`src/rtl/team_06_audio_pkg.sv`:
```
// Shared types and constants for the audio PWM output stage.
package team_06_audio_pkg;

  typedef enum logic [1:0] {IDLE, PRIME, RUN} pwm_state_t;

  typedef logic [7:0] sample_t;

  localparam sample_t MIDSCALE = 8'h80;

endpackage

```
`src/rtl/team_06_sample_fifo.sv`:
```
// Small synchronous sample FIFO; push/pop are ignored when full/empty.
module team_06_sample_fifo #(
  parameter int unsigned WIDTH = 8,
  parameter int unsigned DEPTH = 4
) (
  input  logic                     clk,
  input  logic                     rst,
  input  logic                     push,
  input  logic                     pop,
  input  logic [WIDTH-1:0]         din,
  output logic [WIDTH-1:0]         dout,
  output logic                     full,
  output logic                     empty,
  output logic [$clog2(DEPTH):0]   level
);

  localparam int unsigned AW = $clog2(DEPTH);
  localparam int unsigned LW = AW + 1;

  logic [WIDTH-1:0] mem [DEPTH];
  logic [AW-1:0]    wr_ptr;
  logic [AW-1:0]    rd_ptr;
  logic             push_ok;
  logic             pop_ok;

  assign full    = (level == LW'(DEPTH));
  assign empty   = (level == '0);
  assign push_ok = push && !full;
  assign pop_ok  = pop && !empty;
  assign dout    = mem[rd_ptr];

  // Storage array; contents need no reset since level gates all reads.
  always_ff @(posedge clk) begin
    if (push_ok) mem[wr_ptr] <= din;
  end

  // Pointers wrap naturally because DEPTH is a power of two.
  always_ff @(posedge clk or negedge rst) begin
    if (!rst) begin
      wr_ptr <= '0;
      rd_ptr <= '0;
      level  <= '0;
    end else begin
      if (push_ok) wr_ptr <= wr_ptr + 1'b1;
      if (pop_ok)  rd_ptr <= rd_ptr + 1'b1;
      case ({push_ok, pop_ok})
        2'b10:   level <= level + 1'b1;
        2'b01:   level <= level - 1'b1;
        default: level <= level;
      endcase
    end
  end

endmodule

```
`src/rtl/team_06_audio_pwm_out.sv`:
```
// Audio output stage: buffers samples and plays them as a PWM bitstream.
module team_06_audio_pwm_out
  import team_06_audio_pkg::*;
#(
  parameter int unsigned DATA_W         = 8,
  parameter int unsigned FIFO_DEPTH     = 4,
  parameter int unsigned PWM_PER_SAMPLE = 4,
  parameter int unsigned PRIME_LEVEL    = 2
) (
  input  logic                            clk,
  input  logic                            rst,
  input  logic                            en,
  input  logic [DATA_W-1:0]               sample_in,
  input  logic                            sample_valid,
  output logic                            sample_ready,
  output logic                            sample_req,
  output logic                            pwm_out,
  output logic                            underrun,
  input  logic                            underrun_clr,
  output logic [$clog2(FIFO_DEPTH):0]     fifo_level
);

  localparam int unsigned LVL_W = $clog2(FIFO_DEPTH) + 1;
  localparam int unsigned PER_W = (PWM_PER_SAMPLE > 1) ? $clog2(PWM_PER_SAMPLE) : 1;
  localparam logic [DATA_W-1:0] MID = {1'b1, {(DATA_W-1){1'b0}}};
  localparam logic [PER_W-1:0]  PER_LAST = PER_W'(PWM_PER_SAMPLE - 1);

  pwm_state_t         state;
  pwm_state_t         state_nx;
  logic [DATA_W-1:0]  pwm_cnt;
  logic [PER_W-1:0]   per_cnt;
  logic [DATA_W-1:0]  duty;
  logic [DATA_W-1:0]  fifo_dout;
  logic               fifo_full;
  logic               fifo_empty;
  logic               push;
  logic               pop;
  logic               boundary;
  logic               load_mid;
  logic               set_ur;
  logic               req_nx;

  assign sample_ready = !fifo_full;
  assign push         = sample_valid && !fifo_full;

  team_06_sample_fifo #(
    .WIDTH (DATA_W),
    .DEPTH (FIFO_DEPTH)
  ) u_fifo (
    .clk   (clk),
    .rst   (rst),
    .push  (push),
    .pop   (pop),
    .din   (sample_in),
    .dout  (fifo_dout),
    .full  (fifo_full),
    .empty (fifo_empty),
    .level (fifo_level)
  );

  // State register.
  always_ff @(posedge clk or negedge rst) begin
    if (!rst) state <= IDLE;
    else      state <= state_nx;
  end

  // Next state and boundary actions; en=0 overrides everything.
  always_comb begin
    state_nx = state;
    pop      = 1'b0;
    req_nx   = 1'b0;
    set_ur   = 1'b0;
    load_mid = 1'b0;
    boundary = (pwm_cnt == '1) && (per_cnt == PER_LAST);
    if (!en) begin
      state_nx = IDLE;
    end else begin
      case (state)
        IDLE: begin
          state_nx = PRIME;
          load_mid = 1'b1;
        end
        PRIME: begin
          if (boundary && (fifo_level >= LVL_W'(PRIME_LEVEL))) begin
            pop      = 1'b1;
            req_nx   = 1'b1;
            state_nx = RUN;
          end
        end
        RUN: begin
          if (boundary) begin
            req_nx = 1'b1;
            if (!fifo_empty) begin
              pop = 1'b1;
            end else begin
              load_mid = 1'b1;
              set_ur   = 1'b1;
            end
          end
        end
        default: state_nx = IDLE;
      endcase
    end
  end

  // Counters, duty register, PWM output and status flags.
  always_ff @(posedge clk or negedge rst) begin
    if (!rst) begin
      pwm_cnt    <= '0;
      per_cnt    <= '0;
      duty       <= MID;
      pwm_out    <= 1'b0;
      sample_req <= 1'b0;
      underrun   <= 1'b0;
    end else begin
      if ((state == IDLE) || !en) begin
        pwm_cnt <= '0;
        per_cnt <= '0;
      end else begin
        pwm_cnt <= pwm_cnt + 1'b1;
        if (pwm_cnt == '1) per_cnt <= (per_cnt == PER_LAST) ? '0 : per_cnt + 1'b1;
      end
      if (pop)           duty <= fifo_dout;
      else if (load_mid) duty <= MID;
      // Gated by en so a disable silences the pin on the very next cycle.
      pwm_out    <= en && (state != IDLE) && (pwm_cnt < duty);
      sample_req <= req_nx;
      underrun   <= set_ur | (underrun & ~underrun_clr);
    end
  end

endmodule

```
`config.mk`:
```
export PLATFORM = sky130hd
export DESIGN_NAME = team_06_audio_pwm_out
export DESIGN_NICKNAME = d
export VERILOG_FILES = /design/src/rtl/team_06_audio_pkg.sv /design/src/rtl/team_06_sample_fifo.sv /design/src/rtl/team_06_audio_pwm_out.sv
export SDC_FILE = /design/constraint.sdc
export NUM_CORES = 1
export LEC_CHECK = 0
export CAP_MARGIN = 20
export CORE_MARGIN = 2
export CORE_UTILIZATION = 40
export CTS_BUF_LIST = sky130_fd_sc_hd__clkbuf_4 sky130_fd_sc_hd__clkbuf_8
export CTS_CLUSTER_DIAMETER = 60
export DETAILED_ROUTE_END_ITERATION = 10
export GPL_ROUTABILITY_DRIVEN = 0
export HOLD_SLACK_MARGIN = 0.08
export PLACE_DENSITY = 0.55
export SYNTH_ARGS = -nofsm -noshare
export SYNTH_HDL_FRONTEND = slang
export SYNTH_HIERARCHICAL = 1
export SYNTH_SLANG_ARGS = --single-unit
```
`constraint.sdc`:
```
create_clock -name clk -period 6.5 [get_ports clk]
set_clock_uncertainty 0.2 [all_clocks]
set_input_delay 1.625 -clock clk [delete_from_list [all_inputs] [get_ports clk]]
set_output_delay 1.625 -clock clk [all_outputs]
set_load 0.02 [all_outputs]
```
==> flow_summary.toml <==
[run_status]
outcome = "completed"

[cells_and_area]
fill_cells = 642
drive_above_1_share = 0.1660
layout_commonest_cell = "edfxtp_1"
layout_common_cells = "32 x edfxtp_1, 29 x dfrtp_1, 24 x nand2_1, 21 x inv_1, 19 x clkdlybuf4s50_1"
syn2layout_area_growth_pct = 18.30
nNetsFinal = 274
num_antenna_cells = 0

[synthesis]
synth_top_area_share = 0.3292
synth_area_mm2 = 0.002919
syn_avg_cell_area_um2 = 13.58
synth_seq_cells = 62
ys_warn_count = 6
yosys.area.top_type = "edfxtp_1"
syn_inst = 215
seq_area_frac_synth = 0.5868
synthesis.nets = 247
synth_cell_types = 42
synth_area_leaders = "edfxtp_1 33%, dfrtp_1 25%, ha_1 7.7%"

[clock_tree]
clk_pin_slew_ps = 60
htree_num_levels = 3
cts_setup_buffers = 0
ctsRootBufferMaster = "clkbuf_8"
cts_tree = "yes"
clockBufferDepth = 2
clock_sinks = 62
cts_hold_repair.buffers = 0
cts_resized = 0
clock_latency_ps = 330
cts_made_buffers = 9

[sta]
hold_ws_ps = 308.7
setup_violations = 0
hold_violations = 0
relSlewSlack = 0.4160
fmax_mhz = 231.2
rsz0062_at_grt = "false"
setup_tns_ps = 0
period_share = 0.6654
drv_slew = 0
period_needed_ps = 4325
worst_pin_slew_ps = 876.1

[setup_path]
endpoint_kind = "register"
crit_fanout = 16
cpMaxStageDelayCell = "a2111oi_4"
worst-setup-path-type = "primary input to register"
crit_end = "u_fifo/level[2]"
required_ps = 6550
crit_path_start_kind = "primary input"
worstReg2RegEnd = "u_fifo/level[2]"
cp_cell_sequence = "clkdlybuf4s50_1 > nand2_1 > a2111oi_4 > o31a_2 > ha_1 > inv_1 > fa_1 > xor2_1 > nor2_1 > xor2_1"
r2r_slack_ps = 3150
r2r_cells = 11
cp-startpoint = "en"
critical_path.max_stage_delay_ps = 700
r2r_start = "state[0]"
cp_data_arrival_time_ps = 4380
crit_top_cell = "xor2_1"

[global_routing]
grt_use_met3 = 0.06464
met2_usage = 0.2195
overflow = 0
groute.usage.overall = 0.1353
grt_pass1_vias = 1589
grt_busiest_layer = "met2"
grt_pass1_wl_mm = 7.769
antenna_found_initial = 0
grt_max_degree = 31
use_met1 = 0.1603

[detailed_routing]
detail_route.iter0.violations = 79
drcViolationCount = 0
routed_wl_mm = 4.756
first_pass_iters = 4
vias = 1639
routed_via_density = 4.737
drtAntennaViolNets = 0
wire_per_inst_um = 13.75

[floorplanning]
rows = 31
ioPinCount = 20
fp.dieH_um = 89.43
die_area_mm2 = 0.007997
initial_core_util = 0.4068
coreArea_mm2 = 0.007176
fp.dieW_um = 89.43

[job]
drv_cap = 0

[min_path]
hold_class = "register to register"

[power_and_ir_drop]
leakage_nw = 1.342
max-vdd-ir-drop_mv = 0.1754
power_per_cell_area_mw_per_mm2 = 341.9

[place]
io_buffers = 19
dpl.hpwl_mm = 3.258
-- worst min path at each step --
stage                  to  cells past startpoint        from  slack, ps
2_1_floorplan  pwm_cnt[0]                      1  pwm_cnt[0]        280
3_3_place_gp      duty[0]                      2     duty[0]        310
3_5_place_dp      duty[0]                      2     duty[0]        310
4_1_cts           duty[0]                      2     duty[0]        320
5_1_grt           duty[0]                      2     duty[0]        330
6_report          duty[0]                      2     duty[0]        310
-- routing by layer --
layer  wire [µm]  part of all wire  vias to the layer above
met5           0                 0                        -
met4          62             0.013                        0
met3         219             0.046                        6
met2        2308              0.49                       28
met1        2165              0.46                      787
li1            -                 -                      818
-- where the power goes --
part | internal [mW] | switching, mW | leakage [nW]
logic | 0.114 | 0.139 | 0.538
registers | 0.485 | 0.0442 | 0.694
clock network | 0.252 | 0.147 | 0.111
total | 0.850 | 0.330 | 1.34
-- kinds of logic after synthesis --
family                     share of synthesized area
adders and majority gates                    0.08401
AOI/OAI and AO/OA                            0.07630
buffers and inverters                        0.03515
muxes                                        0.07544
DFF                                           0.5868
xor gates and xnor gates                     0.03000
and+or+nand+nor                               0.1123
-- critical path, delay by kind of cell --
kind,cells,cell delay [ps]
XOR/XNOR,2,290
AO/OA/AOI/OAI,2,1010
adder cells (fa/ha/maj),2,560
AND/OR/NAND/NOR,2,250
buffers and inverters,2,620
-- through the flow --
stage,cells,cell area [µm²],util,setup slack (ps),total power [mW]
floorplan,215,2919,-,2829,0.7028
global placement,330,3217,0.4483,1866,0.7907
detailed placement,330,3217,0.4483,1821,0.7956
CTS,346,3453,0.4813,2185,1.199
global route,346,3453,0.4813,1943,1.252
finish,346,3453,0.4813,2175,1.181
-- registers in the layout, indices dropped and copies added (netlist names) --
| name | count |
|---|---|
| sample_req | 1 |
| u_fifo/rd_ptr | 2 |
| state | 2 |
| pwm_cnt | 8 |
| u_fifo/wr_ptr | 2 |
| underrun | 1 |
| duty | 8 |
| pwm_out | 1 |
| per_cnt | 2 |
| u_fifo/mem | 32 |
| u_fifo/level | 3 |
-- synthesized netlist by cell type --
master / number
inv_1: 21
or4_2: 1
dfrtp_1: 29
mux4_2: 8
buf_6: 1
mux2_4: 2
nor2_1: 10
o31ai_1: 2
buf_2: 1
xor2_1: 4
a211o_1: 1
a41o_1: 1
nand4_1: 1
nand2_1: 24
dfstp_2: 1
o21ai_1: 5
a21oi_1: 6
o32ai_1: 1
ha_1: 18
and2_2: 4
o21ai_2: 2
nand4_4: 2
fa_1: 1
nand2b_1: 1
o21ai_0: 7
o31a_2: 1
a2111oi_0: 1
edfxtp_1: 32
o21bai_1: 1
nand2b_4: 1
nor3_1: 1
or3_1: 2
mux2i_1: 1
a2111oi_4: 1
nand3_1: 6
nor3b_4: 1
a31oi_1: 1
xnor2_1: 6
clkbuf_1: 2
nor2b_1: 2
nor2b_4: 1
o41a_2: 1
-- cell type report --
type | instances | area (µm²) | share of cell area
clock buffers | 9 | 123.9 | 0.03587
clock inverters | 7 | 112.6 | 0.03261
inverters | 21 | 78.83 | 0.02283
multi-input cells | 128 | 1104 | 0.3196
flip-flops and latches | 62 | 1713 | 0.4960
well taps | 99 | 123.9 | 0.03587
repair buffers | 20 | 197.7 | 0.05725
No activity file was read; power rests on OpenSTA's default activity.
